`src/rtl/freq_meter_pkg.sv`:
```
// freq_meter shared definitions.
// Edge-select encodings, FSM states and the saturating increment.
package freq_meter_pkg;

    localparam logic [1:0] MODE_RISE = 2'b00;
    localparam logic [1:0] MODE_FALL = 2'b01;
    localparam logic [1:0] MODE_BOTH = 2'b10;

    localparam int SAT_W = 32;

    typedef enum logic {
        IDLE = 1'b0,
        RUN  = 1'b1
    } state_t;

    function automatic logic [SAT_W-1:0] sat_inc(
        input logic [SAT_W-1:0] v,
        input logic [SAT_W-1:0] max
    );
        return (v >= max) ? max : v + 1;
    endfunction

endpackage

```
`src/rtl/edge_counter_ch.sv`:
```
// One freq_meter channel: synchronizer, edge qualify,
// saturating window accumulator with sticky overflow.
module edge_counter_ch
    import freq_meter_pkg::*;
#(
    parameter int CNT_W = 16
) (
    input  logic             CLK,
    input  logic             RST_N,
    input  logic             sig,
    input  logic             clear,
    input  logic             latch,
    input  logic [1:0]       mode,
    output logic [CNT_W-1:0] win_cnt,
    output logic             win_ovf
);

    localparam logic [CNT_W-1:0] CNT_MAX = '1;

    logic             s1;
    logic             s2;
    logic             hist;
    logic [2:0]       fill;
    logic             armed;
    logic             rise;
    logic             fall;
    logic             edge_det;
    logic             at_max;
    logic [CNT_W-1:0] acc;
    logic             ovf;

    // history is trusted only once it holds a post-reset sample
    assign armed  = fill[2];
    assign rise   = s2 & ~hist;
    assign fall   = ~s2 & hist;
    assign at_max = (acc == CNT_MAX);

    // two-stage synchronizer, history stage and fill tracker
    always_ff @(posedge CLK or negedge RST_N) begin
        if (!RST_N) begin
            s1   <= 1'b0;
            s2   <= 1'b0;
            hist <= 1'b0;
            fill <= 3'b000;
        end else begin
            s1   <= sig;
            s2   <= s1;
            hist <= s2;
            fill <= {fill[1:0], 1'b1};
        end
    end

    // qualify detected transitions by the edge-select mode
    always_comb begin
        edge_det = 1'b0;
        if (armed) begin
            case (mode)
                MODE_FALL: edge_det = fall;
                MODE_BOTH: edge_det = rise | fall;
                default:   edge_det = rise;
            endcase
        end
    end

    // window total including this cycle's edge
    always_comb begin
        win_cnt = acc;
        if (edge_det) begin
            win_cnt = CNT_W'(sat_inc(SAT_W'(acc), SAT_W'(CNT_MAX)));
        end
        win_ovf = ovf | (edge_det & at_max);
    end

    // accumulate; restart on window close or while idle
    always_ff @(posedge CLK or negedge RST_N) begin
        if (!RST_N) begin
            acc <= '0;
            ovf <= 1'b0;
        end else if (clear || latch) begin
            acc <= '0;
            ovf <= 1'b0;
        end else begin
            acc <= win_cnt;
            ovf <= win_ovf;
        end
    end

endmodule

```
`src/rtl/freq_meter.sv`:
```
// Multi-channel gated edge counter / frequency meter.
// Prescaled gate window, back-to-back windows, latched results.
module freq_meter
    import freq_meter_pkg::*;
#(
    parameter int CH     = 4,
    parameter int CNT_W  = 16,
    parameter int GATE_W = 8,
    parameter int PRE_W  = 16
) (
    input  logic                CLK,
    input  logic                RST_N,
    input  logic                EN,
    input  logic [PRE_W-1:0]    PRESCALE,
    input  logic [GATE_W-1:0]   GATE,
    input  logic [1:0]          MODE,
    input  logic [CH-1:0]       SIG_IN,
    output logic [CH*CNT_W-1:0] COUNT,
    output logic [CH-1:0]       OVF,
    output logic                VALID,
    output logic                BUSY
);

    state_t              state;
    logic [PRE_W-1:0]    pre_q;
    logic [GATE_W-1:0]   gate_q;
    logic [1:0]          mode_q;
    logic [PRE_W-1:0]    pcnt;
    logic [GATE_W-1:0]   gcnt;
    logic                tick;
    logic                close;
    logic                clear;
    logic [CH*CNT_W-1:0] win_cnt;
    logic [CH-1:0]       win_ovf;

    assign tick  = (state == RUN) && (pcnt == pre_q);
    assign close = tick && EN && (gcnt == gate_q);
    assign clear = (state != RUN) || !EN;

    for (genvar i = 0; i < CH; i++) begin : g_ch
        edge_counter_ch #(
            .CNT_W(CNT_W)
        ) u_ch (
            .CLK    (CLK),
            .RST_N  (RST_N),
            .sig    (SIG_IN[i]),
            .clear  (clear),
            .latch  (close),
            .mode   (mode_q),
            .win_cnt(win_cnt[i*CNT_W +: CNT_W]),
            .win_ovf(win_ovf[i])
        );
    end

    // window control: shadows, prescaler, gate counter, strobes
    always_ff @(posedge CLK or negedge RST_N) begin
        if (!RST_N) begin
            state  <= IDLE;
            pre_q  <= '0;
            gate_q <= '0;
            mode_q <= MODE_RISE;
            pcnt   <= '0;
            gcnt   <= '0;
            VALID  <= 1'b0;
            BUSY   <= 1'b0;
        end else begin
            VALID <= 1'b0;
            unique case (state)
                IDLE: begin
                    pcnt <= '0;
                    gcnt <= '0;
                    if (EN) begin
                        state  <= RUN;
                        BUSY   <= 1'b1;
                        pre_q  <= PRESCALE;
                        gate_q <= GATE;
                        mode_q <= MODE;
                    end
                end
                RUN: begin
                    if (!EN) begin
                        state <= IDLE;
                        BUSY  <= 1'b0;
                        pcnt  <= '0;
                        gcnt  <= '0;
                    end else if (tick) begin
                        pcnt <= '0;
                        if (gcnt == gate_q) begin
                            gcnt   <= '0;
                            VALID  <= 1'b1;
                            pre_q  <= PRESCALE;
                            gate_q <= GATE;
                            mode_q <= MODE;
                        end else begin
                            gcnt <= gcnt + 1'b1;
                        end
                    end else begin
                        pcnt <= pcnt + 1'b1;
                    end
                end
                default: begin
                    state <= IDLE;
                    BUSY  <= 1'b0;
                end
            endcase
        end
    end

    // capture all channel totals together at window close
    always_ff @(posedge CLK or negedge RST_N) begin
        if (!RST_N) begin
            COUNT <= '0;
            OVF   <= '0;
        end else if (close) begin
            COUNT <= win_cnt;
            OVF   <= win_ovf;
        end
    end

endmodule

```
`config.mk`:
```
export PLATFORM = sky130hd
export DESIGN_NAME = freq_meter
export DESIGN_NICKNAME = d
export VERILOG_FILES = /design/src/rtl/freq_meter_pkg.sv /design/src/rtl/edge_counter_ch.sv /design/src/rtl/freq_meter.sv
export SDC_FILE = /design/constraint.sdc
export NUM_CORES = 1
export LEC_CHECK = 0
export CAP_MARGIN = 20
export CORE_MARGIN = 2
export CORE_UTILIZATION = 61
export CTS_CLUSTER_SIZE = 40
export DETAILED_ROUTE_END_ITERATION = 10
export HOLD_SLACK_MARGIN = 0.03
export PLACE_DENSITY_LB_ADDON = 0.1
export SLEW_MARGIN = 25
export SYNTH_ARGS = -nofsm -noshare
export SYNTH_HDL_FRONTEND = slang
export SYNTH_SLANG_ARGS = --single-unit
```
`constraint.sdc`:
```
create_clock -name CLK -period 7.9 [get_ports CLK]
set_input_delay 2.37 -clock CLK [delete_from_list [all_inputs] [get_ports CLK]]
set_output_delay 2.37 -clock CLK [all_outputs]
set_load 0.005 [all_outputs]
```
==> results of run 1 <==
==> routing by layer <==
metal	up-vias	global-route usage (%)
met5	-	0
met4	0	7.111
met3	38	3.769
met2	146	38.97
met1	3212	33.09
li1	3270	-
==> critical path, cell delays in order <==
cell and delay, ps:
clkdlybuf4s50_1 490, nand4_1 150, buf_4 460, buf_4 590, clkinv_1 400, mux2_2 360
==> stage by stage <==
step	worst slack, ps	util [%]	cells
floorplan	4248	-	893
global placement	3002	69.27	1158
detailed placement	2942	69.27	1158
CTS	3433	73.95	1193
global route	3190	73.97	1193
finish	3444	73.97	1193
==> flip-flops by register name, indices dropped and copies added, names as in the netlist <==
| signal | count |
|---|---|
| g_ch.u_ch.ovf | 4 |
| COUNT | 64 |
| g_ch.u_ch.s1 | 4 |
| gate_q | 8 |
| g_ch.u_ch.s2 | 4 |
| g_ch.u_ch.hist | 4 |
| g_ch.u_ch.acc | 64 |
| mode_q | 2 |
| g_ch.u_ch.fill | 3 |
| pre_q | 16 |
| state | 1 |
| VALID | 1 |
| OVF | 4 |
| pcnt | 16 |
| BUSY | 1 |
| gcnt | 8 |
==> layout by cell type (no fill, tap or decap), drive strengths merged, types with 19 or more instances in the layout <==
cell type      count
clkbuf            32
o21ai             87
clkdlybuf4s50    101
inv               22
nand2            101
nand3             49
ha                19
and3              19
mux2              36
dfrtp            204
xnor2             41
nor2             125
==> synth_stat cells (all sizes together), types with 14 or more instances <==
cell type | number | area (µm²)
and3 | 19 | 120.1
buf | 18 | 130.1
clkbuf | 15 | 56.30
dfrtp | 204 | 5105
ha | 19 | 237.7
inv | 21 | 78.83
mux2 | 36 | 480.5
nand2 | 101 | 379.1
nand3 | 49 | 245.2
nand4 | 16 | 100.1
nor2 | 125 | 471.7
nor2b | 14 | 87.58
nor3 | 14 | 81.33
o21ai | 87 | 435.4
xnor2 | 41 | 359.1
xor2 | 17 | 148.9
==> path summary, 6_finish.rpt <==
| path | cells after the start | to | slack, ps |
|---|---|---|---|
| max in group asynchronous | 2 | COUNT[53] | 4830 |
| worst max register to register | 8 | COUNT[26] | 4990 |
| min in group asynchronous | 1 | g_ch[0].u_ch.acc[10] | 1840 |
| worst min-delay path | 0 | g_ch[0].u_ch.s2 | 350 |
| worst max-delay path | 6 | COUNT[26] | 3440 |
| worst min register to register | 0 | g_ch[0].u_ch.s2 | 350 |
==> layout make-up <==
| cell class | count | share of cell area (%) |
|---|---|---|
| well taps | 188 | 2.115 |
| clock inverters | 4 | 0.2475 |
| inverters | 22 | 0.7426 |
| repair buffers | 110 | 9.788 |
| clock buffers | 31 | 6.076 |
| flip-flops and latches | 204 | 45.90 |
| multi-input cells | 634 | 35.13 |
==> power groups by stage <==
stage | combinational, mW | clock (mW) | sequential [mW]
floorplan | 0.128 | 0 | 1.11
global placement | 0.187 | 0 | 1.12
detailed placement | 0.191 | 0 | 1.12
CTS | 0.194 | 1.01 | 1.10
global route | 0.214 | 1.04 | 1.11
finish | 0.192 | 0.989 | 1.10
==> cell families after synthesis <==
logic type,count (synthesis),share of synthesized area [%]
AO/OA/AOI/OAI,132,8.604
flip-flops,204,55.02
other,1,0.04042
AND/OR/NAND/NOR,378,19.14
adder cells (fa/ha/maj),19,2.562
XOR/XNOR,58,5.475
multiplexers,46,6.258
buffers and inverters,55,2.900
==> summary.md, run 1 <==
| Metric | Value |
|---|---|
| Status | finished, final reports clean |
| Yosys Warn Count | 0 |
| Clk sinks | 204 |
| CP Class | input pin to flop |
| Switch Pwr | 526.1 µW |
| H-tree depth | 1 |
| CP Launch Type | input pin |
| CTS Hold Bufs | 0 |
| Synthesized cell area | 9278 µm² |
| Rel. slew slack | 44.78% |
| Worst ir drop on vdd | between 0.2 and 0.25 mV |
| Die area | ~16000 µm² |
| Post-DP HPWL | 12500 µm |
| IO Port Bufs | around 100 |
| Pin count of the biggest net entering global routing | 79 |
| Initial detailed-routing violation count | ~480 |
| RSZ-0062 raised after global routing | false |
| Post-cts sizing count | 0 |
| Max Clk Rate | 224.4 MHz |
| # rows | 45 |
| Drc violations | 0 |
| # diodes | 0 |
| Die Y | 127.3 µm |
| Seq pwr share | 48.3% |
| Vias in the first global route | 6480 |
| Post-DP Area | 10410 µm² |
| Ports | 103 |
| Area grow syn2layout | 19.87% |
| Fillers | 1029 |
| WL per Instance | 15.62 µm |
| CP Capture Type | flop |
| Worst Setup SP | EN |
| Share of cells above drive strength 1 | 9.552% |
| M1 WL | 8468 µm |
| Worst-margin pin slew | between 800 and 900 ps |
| Final setup viols | 0 |
| First-pass GRT wire length | 31660 µm |
| Syn Inst Count | around 890 |
| Post-route cell area | 11120 µm² |
| Tot GR Track Use | 23.74% |
| Root Driver | clkbuf_16 |
| Internal | approximately 1.8 mW |
| Arrival time worst endpoint | 4830 ps |
| Post-synth EDFFs | 0 |
| Clock Latency Late Sink | 500 ps |
| Final ANT Viol Nets | 0 |
| Vias after detailed routing | 6666 |
| Multi-input combinational cell area | between 3000 and 4000 µm² |
| Beginning of the worst hold path | g_ch[0].u_ch.s1 |
| Clock transition at path regs | 50 ps |
| Worst EP required | 8280 ps |
| Wirelength, routed | 18630 µm |
| Max cap viols | 0 |
| Synthesized area per cell | between 10 and 15 µm² |
| Hold slack final | 346.0 ps |
| Sequential element share of the synthesized area | a little under three fifths |
| Setup TNS | 0 ps |
| Inserted Clock Buffers | 22 |
| Sequential cell area | 5105 µm² |
| Synthesized Nets | 945 |
| GPL Wtd Cong | about 0.84 |
| Via density | around 5.6 |
| Critical Path Fanout Max | 73 |
| Core box area | 15030 µm² |
| Initial Util | 61.71% |
| GR Overflow Total | 0 |
| Slew Limit Fails | 0 |
| Leakage Power | 4.851 nW |
| CTS tree | done |
| Met2 wire length | slightly below 9000 µm |
| Comb pwr share | 8.4% |
| Switch share | 23.05% |
| Hold/Removal Path Class | flop to flop |
| TritonRoute pass-1 iters | 4 |
| RR Startpoint | pcnt[2] |
| DR WL met3 | 747 µm |
| Post-CTS Setup Bufs | 0 |
| CTS Buffer Depth | 3 |
| Ys async rst share | between 90% and 100% |
| Fin crit period | ~4500 ps |
| Count of cell types in the netlist | 59 |
| Final hold vios | 0 |
| Final Total Pwr | 2.282 mW |
| Synth Register Bits | ~200 |
| Cell Pwr Density | roughly 210 nW/µm² |
| Die width | 127.3 µm |
| Final Cycle Share | 56.40% |
| # nets final | 1046 |
| Final Skew | 12.55 ps |
| DR top layer | met4 |
| Initial antenna violation count | 0 |
| Main synth FF type | dfrtp_1 |
| Proportion of power drawn by the clock network | 43.3% |
Note: power is estimated with default switching activity, not from simulation.
==> run 2, diff against run 1 <==
--- a/config.mk
+++ b/config.mk
@@ -7,7 +7,7 @@
 export LEC_CHECK = 0
 export CAP_MARGIN = 20
 export CORE_MARGIN = 2
-export CORE_UTILIZATION = 61
+export CORE_UTILIZATION = 56
 export CTS_CLUSTER_SIZE = 40
 export DETAILED_ROUTE_END_ITERATION = 10
 export HOLD_SLACK_MARGIN = 0.03
==> constraint.sdc (replaced) <==
create_clock -name CLK -period 4.3 [get_ports CLK]
set_input_delay 1.29 -clock CLK [delete_from_list [all_inputs] [get_ports CLK]]
set_output_delay 1.29 -clock CLK [all_outputs]
set_load 0.005 [all_outputs]
==> run 2 against run 1 <==
Compared with the run above: combinational power increased by 83%; critical path depth unchanged; final area rose by 1.8%; routed wire length fell by 2.7%.
==> summary.md, run 2 (synthesis results as in run 1) <==
| Metric | Value |
|---|---|
| Status | finished, final reports clean |
| Beginning of the worst hold path | g_ch[2].u_ch.s1 |
| CP Capture Type | flop |
| FF-to-FF End | COUNT[15] |
| Leakage Power | 4.918 nW (+1.4%) |
| CP Launch Type | input pin |
| Most common cell after layout, fill and taps aside | dfrtp_1 |
| Multi-input combinational cell area | 3906 µm² (unchanged) |
| Proportion of power drawn by the clock network | 46.5% (+3.2 points) |
| Pin count of the biggest net entering global routing | 112 (+42%) |
| Die area | 17610 µm² (+8.6%) |
| RSZ-0062 raised after global routing | false |
| Clk sinks | 204 (unchanged) |
| # nets final | 1048 (+0.19%) |
| Final Skew | 7.819 ps (-4.728 ps) |
| Tot GR Track Use | 21.14% (-2.6 points) |
| Max Clk Rate | 338.8 MHz |
| Switch share | 22.30% (-0.75 points) |
| Post-cts sizing count | 0 (unchanged) |
| Hold/Removal Path Class | flop to flop |
| CTS Buffer Depth | 3 (unchanged) |
| Clock Latency Late Sink | 500 ps (about the same) |
| Die width | 132.7 µm (+4.2%) |
| Arrival time worst endpoint | 3330 ps (-1500 ps) |
| Final Total Pwr | 4.448 mW (+95%) |
| WL per Instance | 14.73 µm (-5.7%) |
| Commonest non-fill, non-tap cells in the layout | dfrtp_1 (204), nor2_1 (124), clkdlybuf4s50_1 (101), nand2_1 (100), o21ai_0 (85) |
| Initial antenna violation count | 0 (unchanged) |
| # diodes | 0 (unchanged) |
| Min-Delay Path Depth | 0 (unchanged) |
| Switch Pwr | 991.9 µW (+89%) |
| R2r worst-path depth | 8 (unchanged) |
| Clock transition at path regs | 60 ps (about the same) |
| Worst EP required | 4680 ps (-3600 ps) |
| Hold Path End | g_ch[2].u_ch.s2 |
| Post-DP HPWL | 12330 µm (-1.3%) |
| Slew Limit Fails | 0 (unchanged) |
| Worst-margin pin slew | 847.3 ps (+19.04 ps) |
| CTS tree | done |
| Inserted Clock Buffers | 22 (unchanged) |
| TritonRoute pass-1 iters | 7 (+3) |
| Initial Util | 56.55% (-5.2 points) |
| # rows | 47 (+4.4%) |
| Ports | 103 (unchanged) |
| Worst ir drop on vdd | 0.3668 mV (+73%) |
| Share of cells above drive strength 1 | 9.891% (+0.34 points) |
| Max cap viols | 0 (unchanged) |
| Final hold vios | 0 (unchanged) |
| Die Y | 132.7 µm (+4.2%) |
| Cell breakdown of the critical path | clkdlybuf4s50_1, inv_1, ha_1, nor3_4, buf_4, mux2_2 |
| CP max stage cell | clkdlybuf4s50_1 |
| Via density | 5.310 (-5.0%) |
| Fin crit period | 2951 ps |
| Rel. slew slack | 43.51% (-1.3 points) |
| Vias after detailed routing | 6536 (-2.0%) |
| Drc violations | 0 (unchanged) |
| Comb pwr share | 7.9% (-0.5 points) |
| Vias in the first global route | 6347 (-2.1%) |
| Fillers | 1294 (+26%) |
| Root Driver | clkbuf_16 |
| Final setup viols | 0 (unchanged) |
| Critical Path Fanout Max | 10 (-86%) |
| H-tree depth | 1 (unchanged) |
| Seq pwr share | 45.6% (-2.7 points) |
| CP Class | input pin to flop |
| First-pass GRT wire length | 30760 µm (-2.9%) |
| CTS Hold Bufs | 0 (unchanged) |
| Wirelength, routed | 18140 µm (-2.7%) |
| Final ANT Viol Nets | 0 (unchanged) |
| Cell Pwr Density | 393.0 nW/µm² (+92%) |
| Area grow syn2layout | 21.97% |
| Largest registers | COUNT x64, g_ch.u_ch.acc x64 |
| GPL Wtd Cong | 0.8128 (-3.1%) |
| Initial detailed-routing violation count | 298 (-38%) |
| Setup TNS | 0 ps (unchanged) |
| Core box area | 16410 µm² (+9.1%) |
| Final Cycle Share | 68.63% |
| Register-to-register setup slack | 1640 ps (-3350 ps) |
| Post-CTS Setup Bufs | 0 (unchanged) |
| IO Port Bufs | 102 (unchanged) |
| Sequential cell area | 5105 µm² (unchanged) |
| GR Overflow Total | 0 (unchanged) |
| RR Startpoint | mode_q[0] |
| Internal | 3.456 mW (+97%) |
| CP max stage delay | 550 ps (-40 ps) |
run 2: cell count changes in the layout (fill, tap and decap cells not counted), sizes merged:
cell,before,now
clkbuf,32,30
inv,22,21
buf,8,10
bufinv,0,5
clkinv,4,5
clkinvlp,0,1
run 2: how the worst max path moves through the flow:
stage               startpoint         to  slack (ps)  cells past startpoint
floorplan                   EN  gate_q[2]        1730                      5
global placement            EN  mode_q[0]         880                      6
detailed placement          EN  mode_q[1]         830                      6
CTS                         EN  mode_q[1]        1350                      6
global route                EN  mode_q[0]        1250                      6
finish                      EN  mode_q[1]        1350                      6
run 2: layout make-up:
type                            count  area share (%)
Sequential cell                   204           45.11
Multi-Input combinational cell    634           34.52
Clock inverter                     10           1.703
Timing Repair Buffer              112           10.05
Clock buffer                       29           5.451
Inverter                           22          0.7298
Tap cell                          220           2.433
run 2: metal layers:
metal,up-vias,wire length [µm],track usage [%]
met4,0,331,5.257
met1,3166,8626,29.08
met3,18,452,2.835
met2,84,8726,35.87
li1,3268,-,-
met5,-,0,0
run 2: critical path, delay by kind of cell:
family,cells,cell delay (ps)
adders and majority gates,1,240
buffers and inverters,3,970
muxes,1,350
and+or+nand+nor,1,480
run 2: power groups by stage:
stage	combinational [mW]	sequential (mW)	clock [mW]
floorplan	0.236	2.05	0
global placement	0.349	2.06	0
detailed placement	0.358	2.06	0
CTS	0.359	2.03	2.11
global route	0.391	2.03	2.19
finish	0.352	2.03	2.07
run 2: stage by stage:
step	worst slack [ps]	cell area, µm²	utilization (%)	hold WS [ps]	cells
after floorplan	1728	9278	-	331.2	893
after global placement	880.5	10510	64.04	332.0	1192
after detailed placement	831.7	10510	64.04	335.5	1192
after CTS	1345	11320	68.97	352.3	1231
after global routing	1247	11320	68.97	357.9	1231
final	1349	11320	68.97	349.4	1231
==> run 3, diff against run 2 <==
--- a/config.mk
+++ b/config.mk
@@ -7,7 +7,7 @@
 export LEC_CHECK = 0
 export CAP_MARGIN = 20
 export CORE_MARGIN = 2
-export CORE_UTILIZATION = 56
+export CORE_UTILIZATION = 51
 export CTS_CLUSTER_SIZE = 40
 export DETAILED_ROUTE_END_ITERATION = 10
 export HOLD_SLACK_MARGIN = 0.03
==> constraint.sdc (replaced) <==
create_clock -name CLK -period 2.6 [get_ports CLK]
set_input_delay 0.78 -clock CLK [delete_from_list [all_inputs] [get_ports CLK]]
set_output_delay 0.78 -clock CLK [all_outputs]
set_load 0.005 [all_outputs]
==> run 3 against run 2 <==
Compared with the run above: die area grew 9.5%; register-to-register slack lost 1400 ps; sequential share of layout area shrank 0.67 points; global-route usage shrank 0.66 points; highest routed layer unchanged.
==> summary.md, run 3 (synthesis results as in run 1) <==
| Metric | Value |
|---|---|
| Arrival time worst endpoint | 2760 ps (-570 ps) |
| Fillers | 1518 (+17%) |
| Placed instance count | 1223 (+2.6%) |
| IO Port Bufs | 102 (unchanged) |
| CTS Hold Bufs | 0 (unchanged) |
| Initial Util | 51.82% (-4.7 points) |
| Via density | 5.268 (-0.77%) |
| Rel. slew slack | 58.73% (+15 points) |
| GPL Wtd Cong | 0.8004 (-1.5%) |
| WL per Instance | 15.06 µm (+2.2%) |
| Final ANT Viol Nets | 0 (unchanged) |
| Drc violations | 0 (unchanged) |
| Worst Setup SP | mode_q[0] |
| Status | finished, final reports clean |
| Final Skew | 7.417 ps (-0.4019 ps) |
| Final Cycle Share | 91.55% |
| CTS tree | done |
| Die area | 19290 µm² (+9.5%) |
| Worst ir drop on vdd | 0.4660 mV (+27%) |
| Most common cell after layout, fill and taps aside | dfrtp_1 |
| Setup TNS | 0 ps (unchanged) |
| Worst EP required | 2980 ps (-1700 ps) |
| Hold slack final | 263.3 ps (-86.07 ps) |
| Leakage Power | 5.015 nW (+2.0%) |
| Max Clk Rate | approximately 420 MHz |
| Fin crit period | about 2400 ps |
| Largest registers | COUNT x64, g_ch.u_ch.acc x64 |
| Inserted Clock Buffers | 22 (unchanged) |
| Critical Path Fanout Max | 11 (+1) |
| Wirelength, routed | 19020 µm (+4.9%) |
| Initial detailed-routing violation count | 334 (+12%) |
| Vias in the first global route | 6655 (+4.9%) |
| TritonRoute pass-1 iters | 4 (-3) |
| Post-Layout Cell Count | 1263 (+2.6%) |
| RR Startpoint | mode_q[0] |
| Hold/Removal Path Class | input pin to async pin |
| Post-DP HPWL | 13400 µm (+8.6%) |
| Setup crit end | COUNT[60] |
| Clock Latency Late Sink | 490 ps (about the same) |
| CTS Buffer Depth | 3 (unchanged) |
| Root Driver | clkbuf_16 |
| Register-to-register setup slack | 220 ps (-1420 ps) |
| Vias after detailed routing | 6654 (+1.8%) |
| Die Y | 138.9 µm (+4.6%) |
| RSZ-0062 raised after global routing | false |
| CP Launch Type | flop |
| Cell Pwr Density | 628.9 nW/µm² (+60%) |
| Initial antenna violation count | 0 (unchanged) |
| Die width | 138.9 µm (+4.6%) |
| Slew Limit Fails | 0 (unchanged) |
| Area grow syn2layout | 23.80% |
| # nets final | 1070 (+2.1%) |
| CP Class | flop to flop |
| Pin count of the biggest net entering global routing | 62 (-45%) |
| Share of cells above drive strength 1 | 11.70% (+1.8 points) |
| Max cap viols | 0 (unchanged) |
| GR Overflow Total | 0 (unchanged) |
| Ports | 103 (unchanged) |
| Worst-margin pin slew | 612.6 ps (-234.7 ps) |
| CP Capture Type | flop |
| R2r worst-path depth | 8 (unchanged) |
| Final setup viols | 0 (unchanged) |
| Clock transition at path regs | 60 ps (about the same) |
| First-pass GRT wire length | 33150 µm (+7.8%) |
| Final hold vios | 0 (unchanged) |
| # rows | 49 (+4.3%) |
| FF-to-FF End | COUNT[60] |
| Core box area | 17900 µm² (+9.1%) |
| Tot GR Track Use | 20.47% (-0.66 points) |
| Clk sinks | 204 (unchanged) |
| Commonest non-fill, non-tap cells in the layout | dfrtp_1 (204), nor2_1 (124), clkdlybuf4s50_1 (101), nand2_1 (100), o21ai_0 (85) |
| H-tree depth | 1 (unchanged) |
| # diodes | 0 (unchanged) |
==> run 3: changes by cell type in the layout (fill, tap and decap cells not counted), moves of 2 or more <==
cell / change
buf_4: +20
buf_12: +2
bufinv_16: -3
clkbuf_1: +3
clkbuf_8: +4
==> run 3: worst min path at each step <==
stage | to | cells past startpoint
3_3_place_gp | g_ch[0].u_ch.fill[2] | 0
4_1_cts | COUNT[6] | 1
2_1_floorplan | g_ch[0].u_ch.fill[2] | 0
3_5_place_dp | g_ch[3].u_ch.fill[1] | 0
5_1_grt | COUNT[6] | 1
6_report | COUNT[5] | 1
==> run 3: where the power goes <==
part,internal (mW),total [mW],switching [mW],leakage (nW)
logic,0.308,0.630,0.322,1.89
clock network,2.04,3.24,1.20,0.380
registers,3.27,3.35,0.0797,2.75
==> run 3: worst max-delay path, cell delays in order (launching register included) <==
cell      delay, ps
dfrtp_1         360
inv_1            50
ha_1            430
o311ai_1        410
buf_4           200
nor3_2           60
nand3_1         110
mux2_2          370
mux2_2          270
==> run 3: metrics by stage <==
stage / power (mW) / instance area, µm² / worst slack [ps] / util (%)
finish: 7.224 / 11490 / 219.7 / 64.16
global route: 7.501 / 11490 / 10.18 / 64.16
CTS: 7.310 / 11480 / 127.4 / 64.13
detailed placement: 4.043 / 10710 / 60.88 / 59.81
global placement: 4.029 / 10710 / 68.47 / 59.81
floorplan: 3.773 / 9278 / 56.26 / -
==> run 3: layer usage <==
layer / track usage (%) / routed length, µm / vias up
met2: 32.90 / 8773 / 123
li1: - / - / 3320
met4: 4.572 / 435 / 0
met1: 30.18 / 9227 / 3180
met5: 0 / 0 / -
met3: 2.555 / 580 / 31
==> run 3: final cells by class <==
| type | count | area (µm²) | area share, % |
|---|---|---|---|
| clock inverters | 3 | 65.06 | 0.5664 |
| multi-input cells | 634 | 3911 | 34.05 |
| well taps | 229 | 286.5 | 2.495 |
| clock buffers | 37 | 708.2 | 6.166 |
| repair buffers | 134 | 1328 | 11.56 |
| flip-flops and latches | 204 | 5105 | 44.44 |
| inverters | 22 | 82.58 | 0.7190 |
==> run 3: what timing repair did <==
action / 4_1_cts / 5_1_grt
endpoints found under the setup margin: 0 / 1
hold endpoints to repair: 0 / 0
buffers inserted: 0 / 0
gates resized for setup: 0 / 1
